**config.mk**
```make
export PLATFORM = sky130hd
export DESIGN_NAME = pwm_env_sm
export DESIGN_NICKNAME = d
export VERILOG_FILES = /design/src/rtl/pwm_env_sm.sv
export SDC_FILE = /design/constraint.sdc
export NUM_CORES = 1
export LEC_CHECK = 0
export ABC_AREA = 0
export CORE_MARGIN = 2
export CORE_UTILIZATION = 35
export CTS_CLUSTER_DIAMETER = 60
export DETAILED_ROUTE_END_ITERATION = 16
export PLACE_DENSITY = 0.54
export SLEW_MARGIN = 20
export SYNTH_ARGS = -nofsm -noshare
export SYNTH_HDL_FRONTEND = slang
export SYNTH_SLANG_ARGS = --single-unit
```
**constraint.sdc**
```tcl
create_clock -name clk -period 3.3 [get_ports clk]
set_input_delay 0.33 -clock clk [delete_from_list [all_inputs] [get_ports clk]]
set_output_delay 0.33 -clock clk [all_outputs]
set_load 0.01 [all_outputs]
```
**src/rtl/pwm_env_sm.sv**
```systemverilog
// Per-channel LED brightness envelopes (ramp up, hold, ramp down) stepped by a
// shared prescaler tick, driving duty values into downstream PWM comparators.
module pwm_env_sm #(
    parameter int NCH    = 8,
    parameter int W      = 5,
    parameter int HOLD_W = 4
) (
    input  logic              clk,
    input  logic              rst,
    input  logic              tick,
    input  logic [NCH-1:0]    trigger,
    input  logic [W-1:0]      peak,
    input  logic [HOLD_W-1:0] hold,
    input  logic              retrig,
    input  logic              loop,
    output logic [NCH*W-1:0]  pwm,
    output logic [NCH-1:0]    busy,
    output logic [NCH-1:0]    done
);

    typedef enum logic [1:0] {
        IDLE = 2'd0,
        UP   = 2'd1,
        HOLD = 2'd2,
        DOWN = 2'd3
    } state_e;

    // Loads during reset too, so a trigger held through reset is not an edge.
    logic [NCH-1:0] prev_q;

    always_ff @(posedge clk) begin
        prev_q <= trigger;
    end

    for (genvar i = 0; i < NCH; i++) begin : g_ch
        state_e            st_q, st_d;
        logic [W-1:0]      val_q, val_d;
        logic [W-1:0]      pk_q, pk_d;
        logic [HOLD_W-1:0] hl_q, hl_d;
        logic [HOLD_W-1:0] hc_q, hc_d;
        logic              dn_q, dn_d;
        logic              edg;
        logic              start;

        assign edg   = trigger[i] & ~prev_q[i];
        assign start = edg & ((st_q == IDLE) | retrig);

        always_comb begin
            st_d  = st_q;
            val_d = val_q;
            pk_d  = pk_q;
            hl_d  = hl_q;
            hc_d  = hc_q;
            dn_d  = 1'b0;
            if (start) begin
                st_d  = UP;
                val_d = '0;
                pk_d  = peak;
                hl_d  = hold;
                hc_d  = '0;
            end else begin
                case (st_q)
                    IDLE: ;
                    UP: begin
                        if (tick) begin
                            if (val_q == pk_q) begin
                                st_d = HOLD;
                                hc_d = '0;
                            end else begin
                                val_d = val_q + W'(1);
                                if (val_d == pk_q) begin
                                    st_d = HOLD;
                                    hc_d = '0;
                                end
                            end
                        end
                    end
                    HOLD: begin
                        if (tick) begin
                            if (hc_q == hl_q) st_d = DOWN;
                            else              hc_d = hc_q + HOLD_W'(1);
                        end
                    end
                    DOWN: begin
                        if (tick) begin
                            if (val_q != '0) val_d = val_q - W'(1);
                            // Reaching zero ends the envelope; loop re-arms it.
                            if (val_q == '0 || val_q == W'(1)) begin
                                if (loop && trigger[i]) begin
                                    st_d  = UP;
                                    val_d = '0;
                                    pk_d  = peak;
                                    hl_d  = hold;
                                    hc_d  = '0;
                                end else begin
                                    st_d = IDLE;
                                    dn_d = 1'b1;
                                end
                            end
                        end
                    end
                    default: begin
                        st_d  = IDLE;
                        val_d = '0;
                    end
                endcase
            end
        end

        always_ff @(posedge clk) begin
            if (rst) begin
                st_q  <= IDLE;
                val_q <= '0;
                pk_q  <= '0;
                hl_q  <= '0;
                hc_q  <= '0;
                dn_q  <= 1'b0;
            end else begin
                st_q  <= st_d;
                val_q <= val_d;
                pk_q  <= pk_d;
                hl_q  <= hl_d;
                hc_q  <= hc_d;
                dn_q  <= dn_d;
            end
        end

        assign pwm[i*W +: W] = val_q;
        assign busy[i]       = (st_q != IDLE);
        assign done[i]       = dn_q;
    end

endmodule

```
-- After elaboration in Yosys (flattened, before gate mapping)
Cells that the tools add are included.
- $add $sub $neg: 24
- $mul: 0
- divide/modulo/power cells: 0
- order comparisons: 0
- equality and inequality tests: 176
- shift-type cells: 0
- multiplexer cells: 296
- bitwise operators: 49
- reduce and logical (&&, ||, !) cells: 160
- operators by type and width (cell ; number):
    2-to-1 mux 5 bit ; 88
    2-to-1 mux 4 bit ; 104
    inequality test 3 bit (second input constant) ; 48
    inequality test 2 bit (second input constant) ; 64
    2-to-1 mux 2 bit ; 56
    AND reduction 7 bit ; 16
    one-hot mux 4 bit (3 select lines) ; 8
    nonzero test 2 bit ; 48
    equality test 5 bit ; 16
    one-hot mux 5 bit (2 select lines) ; 8
    AND reduction 4 bit ; 16
    AND reduction 8 bit ; 8
    one-hot mux 2 bit (3 select lines) ; 8
    adder 5 x 1 -> 5 bit (second input constant) ; 8
    equality test 5 x 1 -> 1 bit (second input constant) ; 8
    logical NOT 5 bit ; 8
    nonzero test 5 bit ; 8
    OR reduction 5 bit ; 8
    subtractor 5 x 1 -> 5 bit (second input constant) ; 8
    adder 4 x 1 -> 4 bit (second input constant) ; 8
    equality test 2 bit (second input constant) ; 16
    equality test 4 bit ; 8
    inequality test 4 bit (second input constant) ; 8
    nonzero test 4 bit ; 8
    other kinds (10) ; 121
- flip-flop bits (word level): 176
- bits in latches: 0
- memory bits (writable): 0
- bits in read-only memories: 0
- output and inout port bits: 56
- memories: 0

-- Longest topological paths before layout
Gate-level depths: netlist of the first run.
- word-level depth: 7
- gate-level depth with buffers: 10
- gate-level depth less buffers: 8

-- Worst setup path before layout of the first run
No wires, ideal clock.
- path type: register to register
- start: register g_ch[1].val_q[0]
- end: register g_ch[1].st_q[1]
- arrival: 2.318 ns
- setup slack: 0.866 ns
- cell stages (with the launch flop): 8
- buffers on the path: 0
- period minus slack after synthesis: 2.434 ns
- cell sequence: dfxtp_1 -> ha_1 -> nand3_1 -> or3b_2 -> a211oi_1 -> o21ai_0 -> or3b_2 -> o211a_1
- word-level cells in the longest chain between the ends: 4
- ends and longest elaborated chain (what ; RTL line ; source):
    start, declared ; 37 ; logic [W-1:0] val_q, val_d;
    start signal, assigned ; 120 ; val_q <= val_d;
    adder 5 x 1 -> 5 bit (tied with other cells) ; 70 ; val_d = val_q + W'(1);
    equality test 5 bit (tied with other cells) ; 71 ; if (val_d == pk_q) begin
    inequality test 3 bit (no line) (tied with other cells) ; -- ;
    AND reduction 7 bit (no line) / one-hot mux 2 bit (3 select lines) (equally long branches) ; -- ;
    end signal, assigned ; 119 ; st_q <= st_d;
    end, declared ; 36 ; state_e st_q, st_d;
Parallel ways exist; a longest one is shown, timed or not. The select of a mux whose other input is x is not followed.
A chain may end at the register's enable or synchronous reset.

-- Worst setup path after layout of the first run
- start: register g_ch[1].val_q[0]
- end: register g_ch[1].hc_q[0]
- word-level cells in the longest chain between the ends: 4
- ends and longest elaborated chain (what ; RTL line ; source):
    adder 5 x 1 -> 5 bit (tied with other cells) ; 70 ;
    equality test 5 bit (tied with other cells) ; 71 ;
    inequality test 3 bit (no line) (tied with other cells) ; -- ;
    AND reduction 8 bit (no line) / one-hot mux 4 bit (3 select lines) (equally long branches) ; -- ;
    end signal, assigned ; 116 ; hc_q <= '0;
    end signal, assigned ; 123 ; hc_q <= hc_d;
    end, declared ; 40 ; logic [HOLD_W-1:0] hc_q, hc_d;
Parallel ways exist; a longest one is shown, timed or not. The select of a mux whose other input is x is not followed.

==> reports/summary.md, run 1 <==
The run finished with clean final reports. During synthesis, Yosys emitted a total of 0 warnings. The summed negative setup slack over all endpoints is 0 ns, and the number of distinct library cells after synthesis is 84. The number of remaining DRC errors came out at 0.

Worst flop-to-flop path startpoint: g_ch[1].val_q[0]$_SDFFE_PP0P_. The number of DRC markers after the initial detailed-route iteration was 764. The end of the worst hold path was g_ch[1].pk_q[3]$_SDFFE_PP0P_. The period utilization was 0.862; the fraction of synthesis flops using an asynchronous set or reset pin was 0. Along the worst hold path, the cell count comes to 2. The flop and latch count out of synthesis is 176.

The depth of the worst register-to-register path was 7; the reg-to-reg setup timing slack was 0.46 ns. Measured along the x axis, the die boundary spans 185 um. After clock tree synthesis, the setup repair step added 0 buffers.

Counting the fill cells in the layout gives 3296. The tree built by TritonCTS fans out to 176 sinks. The analysis attributes to cell leakage a power of 5.29 nW.

For the combined area of all synthesized cells, the log shows 11500 um^2. The reg-to-reg critical path endpoint was g_ch[1].hc_q[0]$_SDFFE_PP0P_. The cell type of the slowest stage on the worst timing path is dfxtp_1. The clock transition at the registers of the reported paths works out to 0.07 ns. TritonCTS created 17 clock buffers. VDD sags by at most 396 uV.

Power comes to 6.47 mW. TritonCTS built the clock tree. The largest fanout on the critical path was 9; the half-perimeter wire length of the detailed placement result was 21800 um. The worst setup path is launched from a register. For this run, the top clock speed supported by timing is 352 MHz.

The remaining max-slew budget at the tightest pin came out at 0.354. Sort of element at the end of the critical path: a register. For the first-pass iteration count of the detailed router, the log shows 7. The final count of pins violating max slew is 0, and the number of rows created at floorplan is 66.

The number of gates resized after CTS was 0. After clock tree synthesis, the flow added hold-fix buffers numbering 0. The critical path goes through ha_1 > nand3_1 > or3b_2 > a211oi_1 > o21ai_0 > or3_1 > a21oi_1. Count of antenna-violating nets left after detailed routing: 0.

Setup repair after global routing left no endpoint under its margin. Number of max-cap violations: 0. The largest net degree at the start of global routing was 59; the transition time of the tightest slew-check pin was 0.963 ns.

Counting every net in the synthesized netlist gives 1500. The number of endpoints failing setup at the final stage was 0. With fillers left out, the area of the finished cells amounts to 13200 um^2. The wire length of the first global-routing pass is 49600 um. The tools report the number of antenna violations at the first check in global routing as 0. The tools report the gate count after technology mapping as 1398.

The layout cell share with drive strength beyond 1 was 0.0653. In the routed layout, each cell is associated on average with a via count of 5.39. For the via total after detailed routing, the log shows 10100. Kind of cell adding the most delay to the critical path: simple AND/OR/NAND/NOR gates. The total power divided by cell area works out to 491 nW/um^2. Minimum clock period: 2.84 ns. At the worst endpoint, the required time is 3.67 ns. From synthesis to final layout, the design area changed by 14.8%.

Buffers placed on the I/O ports in this run total 77. The H-tree was split into 4 levels. The top cell types in the final layout, fill and taps aside, are 176 x dfxtp_1, 156 x nor2_1, 99 x nand2_1.

Worst hold path startpoint: rst. The kind of critical path is reg -> reg. The die outline height came out at 185 um.

The run gives 9418 as the number of global-route vias before repair. For the area after detailed placement, the log shows 12600 um^2. For this run, the slowest stage of the critical path takes 0.54 ns. Worst hold path class: in -> reg.

The number of hold-slack violations in the final timing report is 0. The per-cell routed wire length was 16.4 um; the I/O pin count was 78. The clock tree buffer depth is 2, and the mean instance size in the synthesized netlist is 8.21 um^2. For the worst setup path, the data arrival time is 3.21 ns.

Counting flops with a built-in enable in the synthesized netlist gives 0. The congestion estimate from routability-driven global placement came to 0.828. Together, buffers and inverters on the worst path number 0. Across the routed clock network, the largest skew measured is 0.00848 ns. After floorplanning, the core was sized to cover 32500 um^2. At the end of the flow, the number of nets in the layout was 1531. The portion of the post-synthesis area used by sequential elements is 0.307. The tools report the global-route total usage across every layer as 0.182. The tools report the clock root buffer as clkbuf_16. The tools report the final wirelength as 30800 um. For this run, the leading register cell type out of synthesis is dfxtp_1. The library cell used most frequently in the layout, excluding fill and tap cells, is dfxtp_1. The total overflow left after global routing is 0.

The initial cell density of the core was 0.354; the total die area was 34300 um^2. The antenna diode instance count is 0, and the clock insertion delay at the later pin of the skew report is 0.44 ns.
-- kinds of logic after synthesis --
logic type / share of synthesized area
AO/OA/AOI/OAI: 0.200
XOR/XNOR: 0.0763
adder cells (fa/ha/maj): 0.0872
buffers and inverters: 0.0555
flip-flops: 0.307
multiplexers: 0.0757
AND/OR/NAND/NOR: 0.199
-- cell usage after synthesis (5+ instances only) --
master     instances  area [um^2]
a21oi_1           73          365
inv_1             71          267
xor2_1            44          385
o221a_2            6         67.6
a22oi_1            9         67.6
a211oi_1          15          113
nor2b_1            7         43.8
nand4_1           19          119
o41ai_1            5         43.8
o31ai_1           10         75.1
o2111ai_1          5         43.8
or4_1              5         37.5
dfxtp_1          176         3520
mux2_2             7         78.8
nand2b_1          18          113
o22ai_1           12         75.1
mux2i_1           79          791
and3_1             7         43.8
nor3b_1            5         37.5
buf_2             11         55.1
o21ai_0           68          340
a311oi_1          12          105
or3_1             17          106
nand2_1           99          372
a32o_1             5         50.1
nor2_1           156          586
o211a_1            8         80.1
o21bai_1           8         60.1
buf_1              9         33.8
a31oi_1           12         75.1
and2_1             6         37.5
nor4_1            16          100
nand3b_1           5         37.5
buf_4              9         67.6
ha_1              80         1000
nor3_1            39          195
o211ai_1          15          113
clkbuf_1          53          199
a21o_1            10         75.1
xnor2_1           56          490
or2_2              9         56.3
nand3_1           38          190
-- worst register-to-register path: cells and delay by family (launching register included) --
kind	cells	cell delay [ns]
compound gates	3	0.88
simple gates	3	0.99
fa+ha+maj	1	0.36
flops	1	0.54
-- through the flow --
step,hold slack [ns],cells,utilization,setup WS (ns)
2_1_floorplan,0.358,1398,-,0.866
5_1_grt,0.405,1881,0.406,0.182
4_1_cts,0.380,1881,0.406,0.465
3_5_place_dp,0.492,1852,0.388,0.259
6_report,0.392,1881,0.406,0.456
3_3_place_gp,0.482,1852,0.388,0.274
-- sequential cells by signal (all words and copies together), names as in the netlist --
register and cells:
g_ch.pk_q 40, prev_q 8, g_ch.st_q 16, g_ch.hl_q 32
g_ch.hc_q 32, g_ch.dn_q 8, g_ch.val_q 40
-- how the worst max path moves through the flow --
stage	start	depth (start not counted)	slack [ns]	end
after floorplan	g_ch[1].val_q[0]$_SDFFE_PP0P_	7	0.87	g_ch[1].st_q[1]$_SDFFE_PP0P_
after global placement	loop	8	0.27	g_ch[7].val_q[3]$_SDFFE_PP0P_
after detailed placement	loop	8	0.26	g_ch[7].val_q[3]$_SDFFE_PP0P_
after CTS	g_ch[1].val_q[0]$_SDFFE_PP0P_	7	0.47	g_ch[1].hc_q[0]$_SDFFE_PP0P_
after global routing	g_ch[1].val_q[0]$_SDFFE_PP0P_	7	0.18	g_ch[1].hc_q[0]$_SDFFE_PP0P_
final	g_ch[1].val_q[0]$_SDFFE_PP0P_	7	0.46	g_ch[1].hc_q[0]$_SDFFE_PP0P_
-- final cells by class --
| class | count | area [um^2] | area share |
|---|---|---|---|
| well taps | 442 | 553 | 0.0420 |
| clock inverters | 12 | 161 | 0.0122 |
| repair buffers | 95 | 903 | 0.0685 |
| clock buffers | 17 | 425 | 0.0323 |
| inverters | 72 | 270 | 0.0205 |
| multi-input cells | 1067 | 7340 | 0.557 |
| flip-flops and latches | 176 | 3520 | 0.267 |
-- power breakdown --
group | total, mW | switching (mW) | leakage [nW] | internal, mW
clock network | 2.09 | 0.899 | 0.278 | 1.19
logic | 1.95 | 1.13 | 3.58 | 0.822
registers | 2.44 | 0.171 | 1.43 | 2.26
total | 6.47 | 2.20 | 5.29 | 4.27
-- layer usage --
layer / share of wire / up-vias / global-route usage
met5: 0 / - / 0
met4: 0.016 / 0 / 0.0540
met3: 0.040 / 30 / 0.0332
met2: 0.45 / 217 / 0.292
met1: 0.49 / 4828 / 0.247
li1: - / 5062 / -
(Power assumes the default switching activity.)
==> run 2: changes to the inputs <==
- CORE_UTILIZATION: 35 -> 45
- CTS_CLUSTER_DIAMETER: 60 -> 150
- PLACE_DENSITY: 0.54 -> 0.66
==> run 2 against run 1 <==
Net effect: clock-buffer cell count up 9; maximum frequency up 0.94%; combinational power about the same; sequential power about the same; design area down 0.97%; register-to-register slack better by 0.03 ns; global-route usage up 3.5 points; sequential share of layout area up 0.26 points; clock power down 3%; first-iteration DRC count down 16%; final cell count down 5.7%; die area down 22%; highest routed layer unchanged.
==> reports/summary.md, run 2 (synthesized netlist as in run 1, its figures left out) <==
The core utilization of the finished layout came out at 0.520 (was 0.406). The worst hold path cell count was 2 (unchanged); the data required time of the worst path was 3.58 ns (was 3.67 ns). The final instance count without filler cells is 1773 (was 1881), and the reg-to-reg setup timing slack is 0.48 ns (was 0.46 ns). The placement-stage worst setup slack was 0.426 ns (was 0.259 ns); the I/O pin count was 78 (unchanged).

The minimum clock period works out to 2.82 ns (was 2.84 ns). The worst hold path class is in -> reg (unchanged). The run gives 0 (unchanged) as the post-CTS setup buffer count.

For the final hold slack, the log shows 0.395 ns (was 0.392 ns). The die outline width works out to 164 um (was 185 um). Ordered list of cells on the worst path: ha_1 > nor4bb_1 > nor2b_1 > a21o_1 > mux2i_1 > nor2_1 (was ha_1 > nand3_1 > or3b_2 > a211oi_1 > o21ai_0 > or3_1 > a21oi_1). The tools report the launch point of the worst path as g_ch[3].st_q[0]$_SDFFE_PP0P_ (was g_ch[1].val_q[0]$_SDFFE_PP0P_). The number of endpoints failing setup at the final stage came out at 0 (unchanged).

The half-perimeter wire length of the detailed placement result is 20300 um (was 21800 um), and the die outline height is 164 um (was 185 um). Number of global-route vias before repair: 9452 (was 9418). The logs give 3.10 ns (was 3.21 ns) for the data arrival time of the critical path and 0.836 (was 0.828) for the global placer's final weighted congestion.

Standby leakage power: 5.31 nW (was 5.29 nW). Reg-to-reg critical path endpoint: g_ch[3].pk_q[2]$_SDFFE_PP0P_ (was g_ch[1].hc_q[0]$_SDFFE_PP0P_). The number of remaining DRC errors is 0 (unchanged).

The end of the worst hold path was g_ch[2].pk_q[3]$_SDFFE_PP0P_ (was g_ch[1].pk_q[3]$_SDFFE_PP0P_). TritonCTS built the clock tree. The run gives 0.486 (was 0.354) as the remaining max-slew budget at the tightest pin.

Worst ir drop on vdd: 318 uV (was 396 uV). The run gives 25100 um^2 (was 32500 um^2) as the core area. Most frequent standard cell in the layout excluding fill and tap cells: dfxtp_1 (unchanged). The run gives 0 (unchanged) as the total grt overflow. Count of antenna-violating nets left after detailed routing: 0 (unchanged). Kind of cell adding the most delay to the critical path: simple AND/OR/NAND/NOR gates (unchanged).

The run gives 0.0116 ns (was 0.00848 ns) as the worst clock skew. For the total non-filler cell area in the finished layout, the log shows 13100 um^2 (was 13200 um^2). The cell type of the slowest stage on the worst timing path is nor4bb_1 (was dfxtp_1). The number of rows created at floorplan was 58 (was 66); the number of DRC markers after the initial detailed-route iteration was 643 (was 764). The number of max-cap violations was 0 (unchanged). Largest registers ranked by flip-flop count: g_ch.pk_q x40, g_ch.val_q x40 (unchanged).

The number of clock sinks is 176 (unchanged), and the largest fanout on the critical path is 16 (was 9). Setup repair after global routing left no endpoint under its margin. The wire length of the first global-routing pass came out at 47300 um (was 49600 um).

Clock root buffer: clkbuf_16 (unchanged). The transition time of the tightest slew-check pin is 0.771 ns (was 0.963 ns). The tools report the final count of pins violating max slew as 0 (unchanged). The overall power consumption was 6.40 mW (was 6.47 mW). For the total die area, the log shows 26800 um^2 (was 34300 um^2). The post-cts repair resize count is 0 (unchanged). The combined buffer and inverter count along the critical path is 0 (unchanged), and the delay of the slowest cell on the worst path is 0.55 ns (was 0.54 ns). The number of input and output port buffers inserted is 77 (unchanged). The kind of critical path was reg -> reg (unchanged).

Area growth from synthesis to layout: 13.7% (was 14.8%). Largest net degree at the start of global routing: 59 (unchanged). The summed negative setup slack over all endpoints is 0 ns (unchanged), and the number of hold-slack violations in the final timing report is 0 (unchanged). The final worst-path setup slack came out at 0.482 ns (was 0.456 ns). The period utilization came out at 0.854 (was 0.862). The logs give 0 (unchanged) for the antenna diode instance count and 0 (unchanged) for the number of antenna violations at the first check in global routing. The layout cell share with drive strength beyond 1 came out at 0.0638 (was 0.0653).

Sort of element at the end of the critical path: a register (unchanged). For the initial cell density of the core, the log shows 0.457 (was 0.354). For the achievable frequency, the log shows 355 MHz (was 352 MHz). The final wirelength came out at 29000 um (was 30800 um). Type of origin of the critical path: a register (unchanged).

The depth of the CTS H-tree was 4 (unchanged); the global-route total usage across every layer was 0.217 (was 0.182). The worst flop-to-flop path startpoint was g_ch[3].st_q[0]$_SDFFE_PP0P_ (was g_ch[1].val_q[0]$_SDFFE_PP0P_). The clock insertion delay at the later pin of the skew report was 0.43 ns (was 0.44 ns); the number of placed instances, taps included was 1742 (was 1852). The per-cell routed wire length was 16.3 um (was 16.4 um). The clock tree buffer depth came out at 2 (unchanged). The CTS buffer count came out at 17 (unchanged). For the count of hold-fix buffers inserted at cts, the log shows 0 (unchanged). Depth of the worst register-to-register path: 6 (was 7). Leading cell types in the layout, fill and taps excluded: 176 x dfxtp_1, 156 x nor2_1, 99 x nand2_1 (unchanged). The area after detailed placement is 12500 um^2 (was 12600 um^2), and the via count normalized by instance count is 5.75 (was 5.39). For the via total after detailed routing, the log shows 10200 (was 10100). The total power divided by cell area came out at 490 nW/um^2 (was 491 nW/um^2). The run finished with clean final reports. For the net total in the final layout, the log shows 1533 (was 1531). The clock transition at the registers of the reported paths works out to 0.06 ns (was 0.07 ns). First-pass iteration count of the detailed router: 5 (was 7).

The worst hold path startpoint is rst (unchanged).
run 2: area by class of cell:
type,instances,area (um^2)
Fill cell,2426,12100
Multi-Input combinational cell,1067,7340
Sequential cell,176,3520
Timing Repair Buffer,97,931
Clock buffer,26,499
Tap cell,330,413
Inverter,72,270
Clock inverter,5,77.6
run 2: routing by layer:
| layer | routed length, um | GRT usage |
|---|---|---|
| met5 | 0 | 0 |
| met4 | 538 | 0.0706 |
| met3 | 1210 | 0.0341 |
| met2 | 13100 | 0.345 |
| met1 | 14100 | 0.301 |
run 2: worst max-delay path by stage:
stage | endpoint | depth (start not counted) | slack (ns)
2_1_floorplan | g_ch[1].st_q[1]$_SDFFE_PP0P_ | 7 | 0.87
3_3_place_gp | g_ch[1].pk_q[3]$_SDFFE_PP0P_ | 6 | 0.50
3_5_place_dp | g_ch[2].hc_q[3]$_SDFFE_PP0P_ | 8 | 0.43
4_1_cts | g_ch[3].pk_q[2]$_SDFFE_PP0P_ | 6 | 0.56
5_1_grt | g_ch[3].pk_q[2]$_SDFFE_PP0P_ | 6 | 0.24
6_report | g_ch[3].pk_q[2]$_SDFFE_PP0P_ | 6 | 0.48
run 2: worst reg2reg max path: cells and delay by family, from the launching register on:
family          cells  cell delay (ns)
flops               1             0.41
fa+ha+maj           1             0.49
simple gates        3             1.03
compound gates      1             0.51
mux                 1             0.25
run 2: where the power goes:
part	switching, mW	internal (mW)	leakage (nW)
combinational	1.11	0.826	3.59
sequential	0.167	2.27	1.43
clock	0.831	1.19	0.280
==> run 3: changes to the inputs <==
- SLEW_MARGIN: 20 -> 25
==> run 3 against run 2 <==
Net effect: register-to-register slack about the same; maximum frequency is 0.11% higher; critical path type unchanged; global-route usage is 0.32 points higher; highest routed layer unchanged; largest cell class unchanged.
==> reports/summary.md, run 3 (synthesized netlist as in run 1, its figures left out) <==
The flow ran to the end, and the final reports show no timing, DRC or antenna violations. TritonCTS built the clock tree. For the count of hold-fix buffers inserted at cts, the log shows 0 (unchanged). The number of antenna violations at the first check in global routing was 0 (unchanged); the per-cell routed wire length was 16.3 um (about the same). The antenna diode instance count is 0 (unchanged), and the largest net degree at the start of global routing is 59 (unchanged). The standby leakage power came out at 5.32 nW (was 5.31 nW). For the wire length of the first global-routing pass, the log shows 47900 um (was 47300 um).

The via total after detailed routing came out at 10100 (was 10200). The period utilization is 0.853 (was 0.854), and the via count normalized by instance count is 5.70 (was 5.75). For the initial cell density of the core, the log shows 0.457 (unchanged). The minimum clock period was 2.81 ns (was 2.82 ns). The clock tree buffer depth was 2 (unchanged). The final hold slack is 0.376 ns (was 0.395 ns). The reg-to-reg setup timing slack is 0.49 ns (was 0.48 ns). The achievable frequency was 355 MHz (about the same). The net total in the final layout is 1533 (unchanged).

The transition time of the tightest slew-check pin came out at 0.800 ns (was 0.771 ns). The sort of element at the end of the critical path was a register (unchanged). Worst hold path class: in -> reg (unchanged). The count of fill cells added during filler insertion is 2425 (was 2426).

The tools report the overall power consumption as 6.45 mW (was 6.40 mW). The global placer's final weighted congestion is 0.836 (unchanged). The area growth from synthesis to layout is 13.8% (was 13.7%).

Cell type of the slowest stage on the worst timing path: nor4bb_1 (unchanged). The final count of pins violating max slew came out at 0 (unchanged). Largest registers ranked by flip-flop count: g_ch.pk_q x40, g_ch.val_q x40 (unchanged). The tools report the number of DRC markers after the initial detailed-route iteration as 654 (was 643). Number of rows created at floorplan: 58 (unchanged). The data arrival time of the critical path was 3.11 ns (was 3.10 ns); the count of antenna-violating nets left after detailed routing was 0 (unchanged). The delay of the slowest cell on the worst path works out to 0.54 ns (was 0.55 ns).

The tools report the number of remaining DRC errors as 0 (unchanged). The data required time of the worst path was 3.60 ns (was 3.58 ns); the half-perimeter wire length of the detailed placement result was 20300 um (about the same). The run gives 25100 um^2 (unchanged) as the core area.

The type of origin of the critical path was a register (unchanged). The number of endpoints failing setup at the final stage was 0 (unchanged). The run gives 0.485 ns (was 0.482 ns) as the final worst-path setup slack. The clock transition at the registers of the reported paths came out at 0.07 ns (was 0.06 ns). Remaining max-slew budget at the tightest pin: 0.467 (was 0.486).

Setup repair after global routing left no endpoint under its margin. Leading cell types in the layout, fill and taps excluded: 176 x dfxtp_1, 156 x nor2_1, 99 x nand2_1 (unchanged). The final instance count without filler cells was 1773 (unchanged). First-pass iteration count of the detailed router: 5 (unchanged). The tools report the worst clock skew as 0.0105 ns (was 0.0116 ns). The tools report the worst ir drop on vdd as 382 uV (was 318 uV).

The clock insertion delay at the later pin of the skew report is 0.44 ns (was 0.43 ns), and the total non-filler cell area in the finished layout is 13100 um^2 (about the same). The core utilization of the finished layout was 0.521 (was 0.520); the final wirelength was 28900 um (was 29000 um). Total die area: 26800 um^2 (unchanged). The total power divided by cell area is 493 nW/um^2 (was 490 nW/um^2). The die outline width was 164 um (unchanged). The run gives 0 (unchanged) as the number of hold-slack violations in the final timing report. The largest fanout on the critical path was 16 (unchanged). The most frequent standard cell in the layout excluding fill and tap cells was dfxtp_1 (unchanged). The number of max-cap violations is 0 (unchanged), and the number of placed instances, taps included is 1742 (unchanged). The tools report the number of global-route vias before repair as 9544 (was 9452). The tools report the summed negative setup slack over all endpoints as 0 ns (unchanged). Ordered list of cells on the worst path: ha_1 > nor4bb_1 > nor2b_1 > a21o_1 > mux2i_1 > nor2_1 (unchanged). The total grt overflow is 0 (unchanged).

The run gives 17 (unchanged) as the CTS buffer count. The logs give 0.453 ns (was 0.426 ns) for the placement-stage worst setup slack and 78 (unchanged) for the I/O pin count. The kind of cell adding the most delay to the critical path was simple AND/OR/NAND/NOR gates (unchanged). The area after detailed placement was 12500 um^2 (about the same).

Layout cell share with drive strength beyond 1: 0.0644 (was 0.0638). The number of input and output port buffers inserted was 77 (unchanged). The die outline height came out at 164 um (unchanged). The number of clock sinks was 176 (unchanged); the post-cts repair resize count was 0 (unchanged).

The depth of the CTS H-tree was 4 (unchanged). The global-route total usage across every layer came out at 0.220 (was 0.217). The clock root buffer was clkbuf_16 (unchanged). The kind of critical path is reg -> reg (unchanged). The combined buffer and inverter count along the critical path works out to 0 (unchanged). For the post-CTS setup buffer count, the log shows 0 (unchanged).
run 3: area by class of cell:
cell class / count / area, um^2 / area share
clock buffer: 27 / 523 / 0.0400
clock inverter: 4 / 72.6 / 0.00555
inverter: 72 / 270 / 0.0207
multi-input combinational: 1067 / 7340 / 0.561
sequential: 176 / 3520 / 0.270
tap: 330 / 413 / 0.0316
timing repair buffer: 97 / 931 / 0.0712
run 3: worst reg2reg max path, cell delays in order, from the launching register on:
cell      delay (ns)
dfxtp_1         0.41
ha_1            0.51
nor4bb_1        0.54
nor2b_1         0.36
a21o_1          0.52
mux2i_1         0.27
nor2_1          0.06
run 3: power breakdown:
group / internal [mW] / total [mW] / switching [mW]
sequential: 2.27 / 2.43 / 0.167
clock: 1.23 / 2.07 / 0.840
combinational: 0.827 / 1.94 / 1.12
run 3: final timing paths:
| path | start | endpoint | depth (start not counted) |
|---|---|---|---|
| hold / removal | rst | g_ch[1].pk_q[4]$_SDFFE_PP0P_ | 2 |
| setup reg to reg | g_ch[3].st_q[0]$_SDFFE_PP0P_ | g_ch[3].pk_q[3]$_SDFFE_PP0P_ | 6 |
| setup / recovery | g_ch[3].st_q[0]$_SDFFE_PP0P_ | g_ch[3].pk_q[3]$_SDFFE_PP0P_ | 6 |
| hold reg to reg | g_ch[1].hc_q[3]$_SDFFE_PP0P_ | g_ch[1].hc_q[3]$_SDFFE_PP0P_ | 2 |
run 3: layer usage:
metal | vias up | share of wire | track usage
met5 | - | 0 | 0
met1 | 4784 | 0.48 | 0.303
met4 | 0 | 0.018 | 0.0686
li1 | 5063 | - | -
met3 | 33 | 0.046 | 0.0391
met2 | 232 | 0.45 | 0.351
